## config.mk

```make
export PLATFORM = sky130hd
export DESIGN_NAME = dmem_arbiter
export DESIGN_NICKNAME = d
export VERILOG_FILES = /design/src/rtl/dmem_arb_pkg.sv /design/src/rtl/dmem_arb_perf.sv /design/src/rtl/dmem_arbiter.sv
export SDC_FILE = /design/constraint.sdc
export NUM_CORES = 1
export LEC_CHECK = 0
export ABC_AREA = 1
export CAP_MARGIN = 20
export CORE_MARGIN = 10
export CORE_UTILIZATION = 27
export CTS_CLUSTER_DIAMETER = 200
export CTS_CLUSTER_SIZE = 16
export DETAILED_ROUTE_END_ITERATION = 10
export MAX_ROUTING_LAYER = met4
export PLACE_DENSITY_LB_ADDON = 0.25
export SLEW_MARGIN = 15
export SYNTH_ARGS = -nofsm -noshare
export SYNTH_HDL_FRONTEND = slang
export SYNTH_SLANG_ARGS = --single-unit
export TNS_END_PERCENT = 20
```

## constraint.sdc

```tcl
create_clock -name clk -period 1.1 [get_ports clk]
set_input_delay 0.165 -clock clk [delete_from_list [all_inputs] [get_ports clk]]
set_output_delay 0.165 -clock clk [all_outputs]
set_load 0.05 [all_outputs]
```

## src/rtl/dmem_arb_pkg.sv

```systemverilog
// dmem_arb_pkg: shared state encoding and default sizing for the data-memory arbiter.
package dmem_arb_pkg;
   typedef enum logic [1:0] {
      CPU_OWN = 2'd0,
      DMA_ACC = 2'd1,
      DMA_ACK = 2'd2
   } arbState_t;
   localparam int ADDR_W_DEF     = 8;
   localparam int DATA_W_DEF     = 32;
   localparam int STARVE_MAX_DEF = 4;
   function automatic int cntWidth(input int maxVal);
      return (maxVal < 1) ? 1 : $clog2(maxVal + 1);
   endfunction
endpackage

```

## src/rtl/dmem_arb_perf.sv

```systemverilog
// dmem_arb_perf: saturating counters of stalled core cycles and completed DMA accesses.
module dmem_arb_perf (
   input  logic        clk,
   input  logic        rst,
   input  logic        stall,
   input  logic        ack,
   output logic [31:0] stallCnt,
   output logic [31:0] dmaCnt
);
   always_ff @(posedge clk or negedge rst)
      if (!rst) begin
         stallCnt <= '0;
         dmaCnt   <= '0;
      end else begin
         stallCnt <= stallCnt + 32'(stall && !(&stallCnt));
         dmaCnt   <= dmaCnt + 32'(ack && !(&dmaCnt));
      end
endmodule

```

## src/rtl/dmem_arbiter.sv

```systemverilog
// dmem_arbiter: core-priority arbiter for DataMemory with bounded DMA starvation.
// Define DMEM_ARB_PERF_EN to add the perf_stall_cnt / perf_dma_cnt counters.
module dmem_arbiter
   import dmem_arb_pkg::*;
#(
   parameter int ADDR_W     = ADDR_W_DEF,
   parameter int DATA_W     = DATA_W_DEF,
   parameter int STARVE_MAX = STARVE_MAX_DEF
) (
   input  logic              clk,
   input  logic              rst,
   input  logic              cpu_req,
   input  logic              cpu_we,
   input  logic [ADDR_W-1:0] cpu_addr,
   input  logic [DATA_W-1:0] cpu_wdata,
   output logic [DATA_W-1:0] cpu_rdata,
   output logic              cpu_stall,
   input  logic              dma_req,
   input  logic              dma_we,
   input  logic [ADDR_W-1:0] dma_addr,
   input  logic [DATA_W-1:0] dma_wdata,
   output logic [DATA_W-1:0] dma_rdata,
   output logic              dma_ack,
   output logic [ADDR_W-1:0] mem_addr,
   output logic [DATA_W-1:0] mem_wdata,
   output logic              mem_write,
   output logic              mem_read,
   input  logic [DATA_W-1:0] mem_rdata,
   output logic              owner
`ifdef DMEM_ARB_PERF_EN
   ,
   output logic [31:0]       perf_stall_cnt,
   output logic [31:0]       perf_dma_cnt
`endif
);
   localparam int SW = cntWidth(STARVE_MAX);
   arbState_t     state;
   logic [SW-1:0] starveCnt, starveNext;
   logic          goDma;
   always_comb begin
      starveNext = !dma_req ? '0 :
                   (cpu_req && int'(starveCnt) < STARVE_MAX) ? starveCnt + SW'(1) : starveCnt;
      goDma      = dma_req && (!cpu_req || int'(starveNext) >= STARVE_MAX);
   end
   // owner is a registered copy of (state == DMA_ACC), so dma_req never reaches mem_* directly
   always_ff @(posedge clk or negedge rst)
      if (!rst) begin
         state     <= CPU_OWN;
         starveCnt <= '0;
         owner     <= 1'b0;
         dma_ack   <= 1'b0;
         dma_rdata <= '0;
      end else begin
         case (state)
            CPU_OWN: begin
               state     <= goDma ? DMA_ACC : CPU_OWN;
               starveCnt <= starveNext;
               owner     <= goDma;
               dma_ack   <= 1'b0;
            end
            DMA_ACC: begin
               state     <= DMA_ACK;
               starveCnt <= '0;
               owner     <= 1'b0;
               dma_ack   <= 1'b1;
               if (!dma_we) dma_rdata <= mem_rdata;
            end
            DMA_ACK: begin
               state   <= CPU_OWN;
               owner   <= 1'b0;
               dma_ack <= 1'b0;
            end
            default: begin
               state     <= CPU_OWN;
               starveCnt <= '0;
               owner     <= 1'b0;
               dma_ack   <= 1'b0;
            end
         endcase
      end
   assign mem_addr  = owner ? dma_addr : cpu_addr;
   assign mem_wdata = owner ? dma_wdata : cpu_wdata;
   assign mem_write = owner ? dma_we : cpu_req && cpu_we;
   assign mem_read  = owner ? !dma_we : cpu_req && !cpu_we;
   assign cpu_rdata = mem_rdata;
   assign cpu_stall = owner && cpu_req;
`ifdef DMEM_ARB_PERF_EN
   dmem_arb_perf uPerf (
      .clk     (clk),
      .rst     (rst),
      .stall   (cpu_stall),
      .ack     (dma_ack),
      .stallCnt(perf_stall_cnt),
      .dmaCnt  (perf_dma_cnt)
   );
`endif
endmodule

```

======== After elaboration in Yosys (flattened, before gate mapping) ========
Index checks and enable logic that the tools add are counted.
cells by class
  bitwise operators ....................... 1
  $add $sub $neg .......................... 1
  equal/unequal tests ..................... 2
  multiplexer cells ....................... 11
  order comparisons ....................... 2
  reductions and logical operators ........ 11
operators with widths
  operator                                                   number
  2-to-1 mux 32 bit                                          1
  2-to-1 mux 8 bit                                           1
  2-to-1 mux 3 bit                                           2
  case mux 3 bit (2 select lines)                            1
  logical AND 1 bit                                          5
  2-to-1 mux 1 bit                                           5
  case mux 2 bit (2 select lines)                            1
  adder 3 x 1 -> 3 bit (second input constant)               1
  greater-or-equal comparator 3 bit (second input constant)  1
  logical NOT 1 bit                                          3
  < comparator 3 bit (second input constant)                 1
  equality test 2 x 1 -> 1 bit (second input constant)       1
  equality test 2 bit (second input constant)                1
  logical NOT 2 bit                                          1
  AND reduction 2 bit                                        1
  logical OR 1 bit                                           1
  NOT 1 bit                                                  1
storage, ports and cells
  register bits after elaboration ......... 39
  input bits .............................. 118
  output and inout port bits .............. 109
  logic and storage cells ................. 33

======== Logic depth before layout (Yosys ltp) ========
Gate-level depths: netlist of the first run.
  depth in word-level cells ............... 9
  depth in mapped cells ................... 7
  mapped depth without buffers ............ 5

======== Least setup slack after synthesis of the first run ========
Ideal clock, no wire load.
  kind .................................... register -> output
  start ................................... register, netlist name state[0]
  end ..................................... output mem_read
  cell stages (with the launch flop) ...... 5
  buffers on the path ..................... 2
  slack ................................... -1187 ps
  required time ........................... 935 ps
  data arrival time ....................... 2122 ps
  cells stage by stage .................... dfrtp_1 -> buf_4 -> inv_4 -> buf_6 -> o21ai_0
RTL lines
  item       RTL line            RTL
  to (decl)  dmem_arbiter.sv:27  output logic mem_read,

==> impl_metrics.toml, run 1 <==
[worst_hold_path]
hold_path_class = "in2async"

[sta]
hold_viol_final = 0
fin_skew_ns = 0.00551
fin_ws_ns = -0.401
hold_ws_ns = 0.291
grt_setup_unrepaired = "true"
maxSlewViolCount = 0
clock.fmax_mhz = 666
post-route-min-period_ns = 1.50
setup_violations = 80
worstMarginPinSlew_ns = 0.325
period_share_pct = 136
maxSlewHeadroom_pct = 78.4

[route]
wirelength_um = 11700
vias = 2900
postRouteAntennaNets = 0
post_drt_wl_per_cell_um = 18.0
first_pass_iters = 4
remaining_drc_errors = 0
vias_per_cell = 4.48
dr.first_iter.drc_count = 90

[critical_path]
reg2reg_to = "dma_rdata[4]"
worst-setup-path-type = "reg2out"
end_kind = "output pin"
startpoint_type = "register"
cp_max_fo = 42
rrSetupSlack_ns = -0.21
required_ns = 0.94
timing.rr.start = "state[0]"
reg2regPathDepth = 8
crit_arrival_ns = 1.34

[grt]
overflow = 0
grtUsageTotal_pct = 17.9
grt_max_degree = 43
antenna_found_initial = 0
grt_pass1_vias = 3125
grt_pass1_wl_um = 17800

[power]
p_per_area_mw_per_mm2 = 1480
p_leak_nw = 2.87
ir_drop_mv = 1.15
p_total_mw = 9.03

[clocking]
cts-root-buf = "clkbuf_8"
tritoncts = "built"
cts_sinks = 37
clk_path_buf_depth = 2
cts_made_buffers = 5
htree_levels = 2
clk_latency_ns = 0.29
cts.clk_slew.worst_paths_ns = 0.08

[synth]
syn_inst = 338
syn_avg_cell_area_um2 = 6.89
yosysSeqAreaShare_pct = 39.8
synth_most_common_cell = "nand2_1"
synthTopCellsByCount = "nand2_1 (191), nand3_1 (40), buf_4 (37), dfrtp_1 (37), clkbuf_1 (6)"
synthTopCellsByArea = "dfrtp_1 (40%), nand2_1 (31%), buf_4 (12%)"
synth-edff-count = 0
syn_nets = 457
syn_area_mm2 = 0.00233
yosysWarnings = 0
ys_ff_latch = 37
synth.distinct_cells = 17
yosys.area.top_type = "dfrtp_1"
synth_ff_type = "dfrtp_1"
synthArstFlopShare_pct = 100
synth_top_area_share_pct = 39.8

[placement]
dp_hpwl_um = 10100
place.gp.congestion = 0.813
port_buffers = 226

[floorplan]
rows = 33
die-area_mm2 = 0.0127
initial_utilization_pct = 28.0
die_w_um = 113
die_y_um = 113
ios = 227
core-area_mm2 = 0.00830

[flow_run]
cap_violations = 0

[finish]
drive_gt1_share_pct = 37.6
nets = 660
postLayoutCoreUtil_pct = 73.6
fillerInstances = 584
antenna_cells = 0
syn2layout_area_growth_pct = 162

[status]
status = "finished, violations left"
violations = "setup timing"
## report_power, final
| part | switching, mW | internal, mW | total, mW |
|---|---|---|---|
| Sequential | 0.393 | 1.71 | 2.10 |
| Combinational | 3.12 | 2.88 | 6.00 |
| Clock | 0.497 | 0.437 | 0.935 |
## stage by stage
| stage | instances | worst slack, ns | instance area [um^2] | setup TNS (ns) |
|---|---|---|---|---|
| final | 647 | -0.401 | 6100 | -22.55 |
| after global routing | 647 | -0.467 | 6100 | -27.60 |
| after CTS | 647 | -0.430 | 6090 | -24.25 |
| after detailed placement | 637 | -0.347 | 5950 | -13.69 |
| after global placement | 637 | -0.292 | 5950 | -11.48 |
| after floorplan | 338 | -0.289 | 2620 | -17.63 |
## area by class of cell
class | instances | area (um^2) | share of cell area, %
Clock buffer | 5 | 68.8 | 1.13
Clock inverter | 3 | 17.5 | 0.287
Inverter | 7 | 37.5 | 0.615
Multi-Input combinational cell | 243 | 1290 | 21.2
Sequential cell | 37 | 928 | 15.2
Tap cell | 105 | 131 | 2.15
Timing Repair Buffer | 247 | 3630 | 59.4
## state kept, by name, summed over array words and instances, names as in the netlist
signal     count
dma_rdata     32
starveCnt      3
dma_ack        1
state          1
## worst max-delay path by stage
stage | slack [ns] | startpoint | to | depth (start not counted)
after floorplan | -0.29 | state[0] | mem_wdata[10] | 6
after global placement | -0.29 | dma_we | dma_rdata[9] | 5
after detailed placement | -0.35 | dma_we | dma_rdata[4] | 5
after CTS | -0.43 | state[0] | mem_write | 5
after global routing | -0.47 | state[0] | mem_addr[6] | 4
final | -0.40 | state[0] | mem_wdata[15] | 4
## kinds of logic (layout without fill, tap and decap cells)
group,after synthesis,in the layout,synth area share [%]
compound gates,4,4,0.860
fa+ha+maj,1,1,0.538
buf+inv,58,262,16.9
flops,37,37,39.8
simple gates,238,238,41.9
## per-layer routing
metal  wire [um]  GRT usage, %  vias up
met2        5810          30.7      151
met4         104          3.38        0
met1        4390          18.5     1323
met3        1360          8.29        8
met5           0             -        -
li1            -             -     1418
## worst max-delay path, stage by stage (launching register included)
cell	delay, ns
dfrtp_2	0.44
buf_12	0.23
nand2_1	0.13
nand2_4	0.10
buf_12	0.13
## placed cells by master, fill, tap and decap left out, types with 2 or more instances in the layout
master	count
nor2_1	2
clkdlybuf4s50_1	116
clkinvlp_4	2
nand3_1	39
buf_6	3
buf_4	8
inv_1	4
dfrtp_1	35
buf_12	117
clkbuf_8	5
nand2_1	136
nand2_4	24
o21ai_4	2
dfrtp_2	2
nand2_2	32
nand3b_1	2
clkinv_2	2
## what timing repair did
item,CTS,global route
buffers inserted,1,0
hold buffers,1,0
pin swaps,3,1
resized for setup,12,3
setup endpoints to repair,77,82
endpoints found under the hold margin,11,0
Power figures use the tool's default switching activity.
==> run 2, diff against run 1 <==
--- a/config.mk
+++ b/config.mk
@@ -8,9 +8,10 @@
 export ABC_AREA = 1
 export CAP_MARGIN = 20
 export CORE_MARGIN = 10
-export CORE_UTILIZATION = 27
+export CORE_UTILIZATION = 28
+export CTS_BUF_LIST = sky130_fd_sc_hd__clkbuf_8
 export CTS_CLUSTER_DIAMETER = 200
-export CTS_CLUSTER_SIZE = 16
+export CTS_CLUSTER_SIZE = 12
 export DETAILED_ROUTE_END_ITERATION = 10
 export MAX_ROUTING_LAYER = met4
 export PLACE_DENSITY_LB_ADDON = 0.25
==> impl_metrics.toml, run 2 (same netlist as run 1, synthesis figures left out) <==
[sta]
maxSlewHeadroom_pct = 85.7
maxSlewViolCount = 0
period_share_pct = 139
grt_setup_unrepaired = "true"
fin_skew_ns = 0.0123
worstMarginPinSlew_ns = 0.213
hold_viol_final = 0
fin_ws_ns = -0.434
post-route-min-period_ns = 1.53
clock.fmax_mhz = 652
setup_violations = 81
hold_ws_ns = 0.362

[finish]
top_regs = "dma_rdata: 32 flops, starveCnt: 3 flops"
final_cell_mix = "buf_12 (119), clkdlybuf4s50_1 (116), nand2_1 (103)"
syn2layout_area_growth_pct = 178
fillerInstances = 490
regArea_um2 = 928
antenna_cells = 0
multi_input_area_mm2 = 0.00145
layout.cells.non_filler = 658
nets = 671
largest_register_ffs = 32
layout_commonest_cell = "buf_12"
top_register = "dma_rdata"
drive_gt1_share_pct = 44.5

[clocking]
clk_path_buf_depth = 2
tritoncts = "built"
cts-root-buf = "clkbuf_8"
clk_latency_ns = 0.29
cts_sinks = 37
cts_made_buffers = 5
cts.clk_slew.worst_paths_ns = 0.08
htree_levels = 2

[placement]
dp.cells = 640
place.gp.congestion = 0.900
dp_hpwl_um = 10000
port_buffers = 226

[critical_path]
cp_max_fo = 9
rrSetupSlack_ns = -0.20
reg2regPathDepth = 7
crit_arrival_ns = 1.37
startpoint_type = "register"
required_ns = 0.94
reg2reg_to = "dma_rdata[25]"
setup.worst_path.start = "state[0]"
timing.rr.start = "state[0]"
worst-setup-path-type = "reg2out"
end_kind = "output pin"

[power]
p_leak_nw = 3.01
ir_drop_mv = 1.29
p_total_mw = 9.50
p_per_area_mw_per_mm2 = 1470

[route]
postRouteAntennaNets = 0
dr.first_iter.drc_count = 116
remaining_drc_errors = 0
post_drt_wl_per_cell_um = 19.3
wirelength_um = 12700
vias = 3036
vias_per_cell = 4.61
first_pass_iters = 4

[worst_hold_path]
hold_path_class = "in2async"

[grt]
grt_pass1_vias = 3196
overflow = 0
grtUsageTotal_pct = 18.8
antenna_found_initial = 0
grt_max_degree = 43
grt_pass1_wl_um = 18300

[status]
status = "finished, violations left"
violations = "setup timing"

[floorplan]
core-area_mm2 = 0.00813
die-area_mm2 = 0.0124
ios = 227
die_y_um = 111
initial_utilization_pct = 28.6
rows = 33
die_w_um = 111

[flow_run]
cap_violations = 0
run 2: changes by cell type in the layout (fill, tap and decap cells not counted), sizes merged:
cell	previous run	this run
buf	130	136
bufinv	0	1
clkbuf	5	9
clkinvlp	2	1
inv	5	6
run 2: through the flow:
step | setup slack [ns] | instance area (um^2) | util, % | setup TNS (ns)
2_1_floorplan | -0.289 | 2620 | - | -17.63
3_3_place_gp | -0.285 | 5990 | 73.6 | -10.89
3_5_place_dp | -0.312 | 5990 | 73.6 | -12.79
4_1_cts | -0.410 | 6140 | 75.4 | -21.96
5_1_grt | -0.490 | 6480 | 79.6 | -27.72
6_report | -0.434 | 6480 | 79.6 | -22.88
run 2: layer usage:
metal  vias up  routed length, um  global-route usage (%)
met5         -                  0                       -
met4         0                100                    3.08
met3         8               1240                    7.90
met2       164               6570                    31.8
met1      1421               4820                    20.3
li1       1443                  -                       -
run 2: timing repair:
item | 4_1_cts | 5_1_grt
buffers inserted | 2 | 1
pin swaps | 1 | 7
setup endpoints to repair | 77 | 82
endpoints found under the hold margin | 37 | 0
hold buffers | 1 | 0
resized for setup | 5 | 60
gates cloned | 0 | 6
run 2: how the worst max path moves through the flow:
stage / end / slack (ns)
final: mem_wdata[30] / -0.43
after detailed placement: mem_write / -0.31
after global routing: mem_wdata[30] / -0.49
after CTS: mem_wdata[7] / -0.41
after floorplan: mem_wdata[10] / -0.29
after global placement: mem_write / -0.29
run 2: cell type report:
class                      instances  share of cell area (%)
timing repair buffer             257                    58.6
multi-input combinational        243                    22.4
sequential                        37                    14.3
tap                              105                    2.03
clock buffer                       5                    1.06
inverter                           7                   0.869
clock inverter                     3                   0.657
timing repair inverter             1                  0.0966
run 2: worst max-delay path, cell delays in order (launching register included):
cell	delay [ns]
dfrtp_2	0.37
buf_12	0.16
clkinv_16	0.09
buf_4	0.15
nand2_1	0.08
nand2_2	0.08
buf_12	0.15
run 2: power breakdown:
group	leakage (nW)	internal [mW]	switching, mW
logic	2.49	3.00	3.23
registers	0.465	1.71	0.388
clock network	0.0595	0.672	0.498
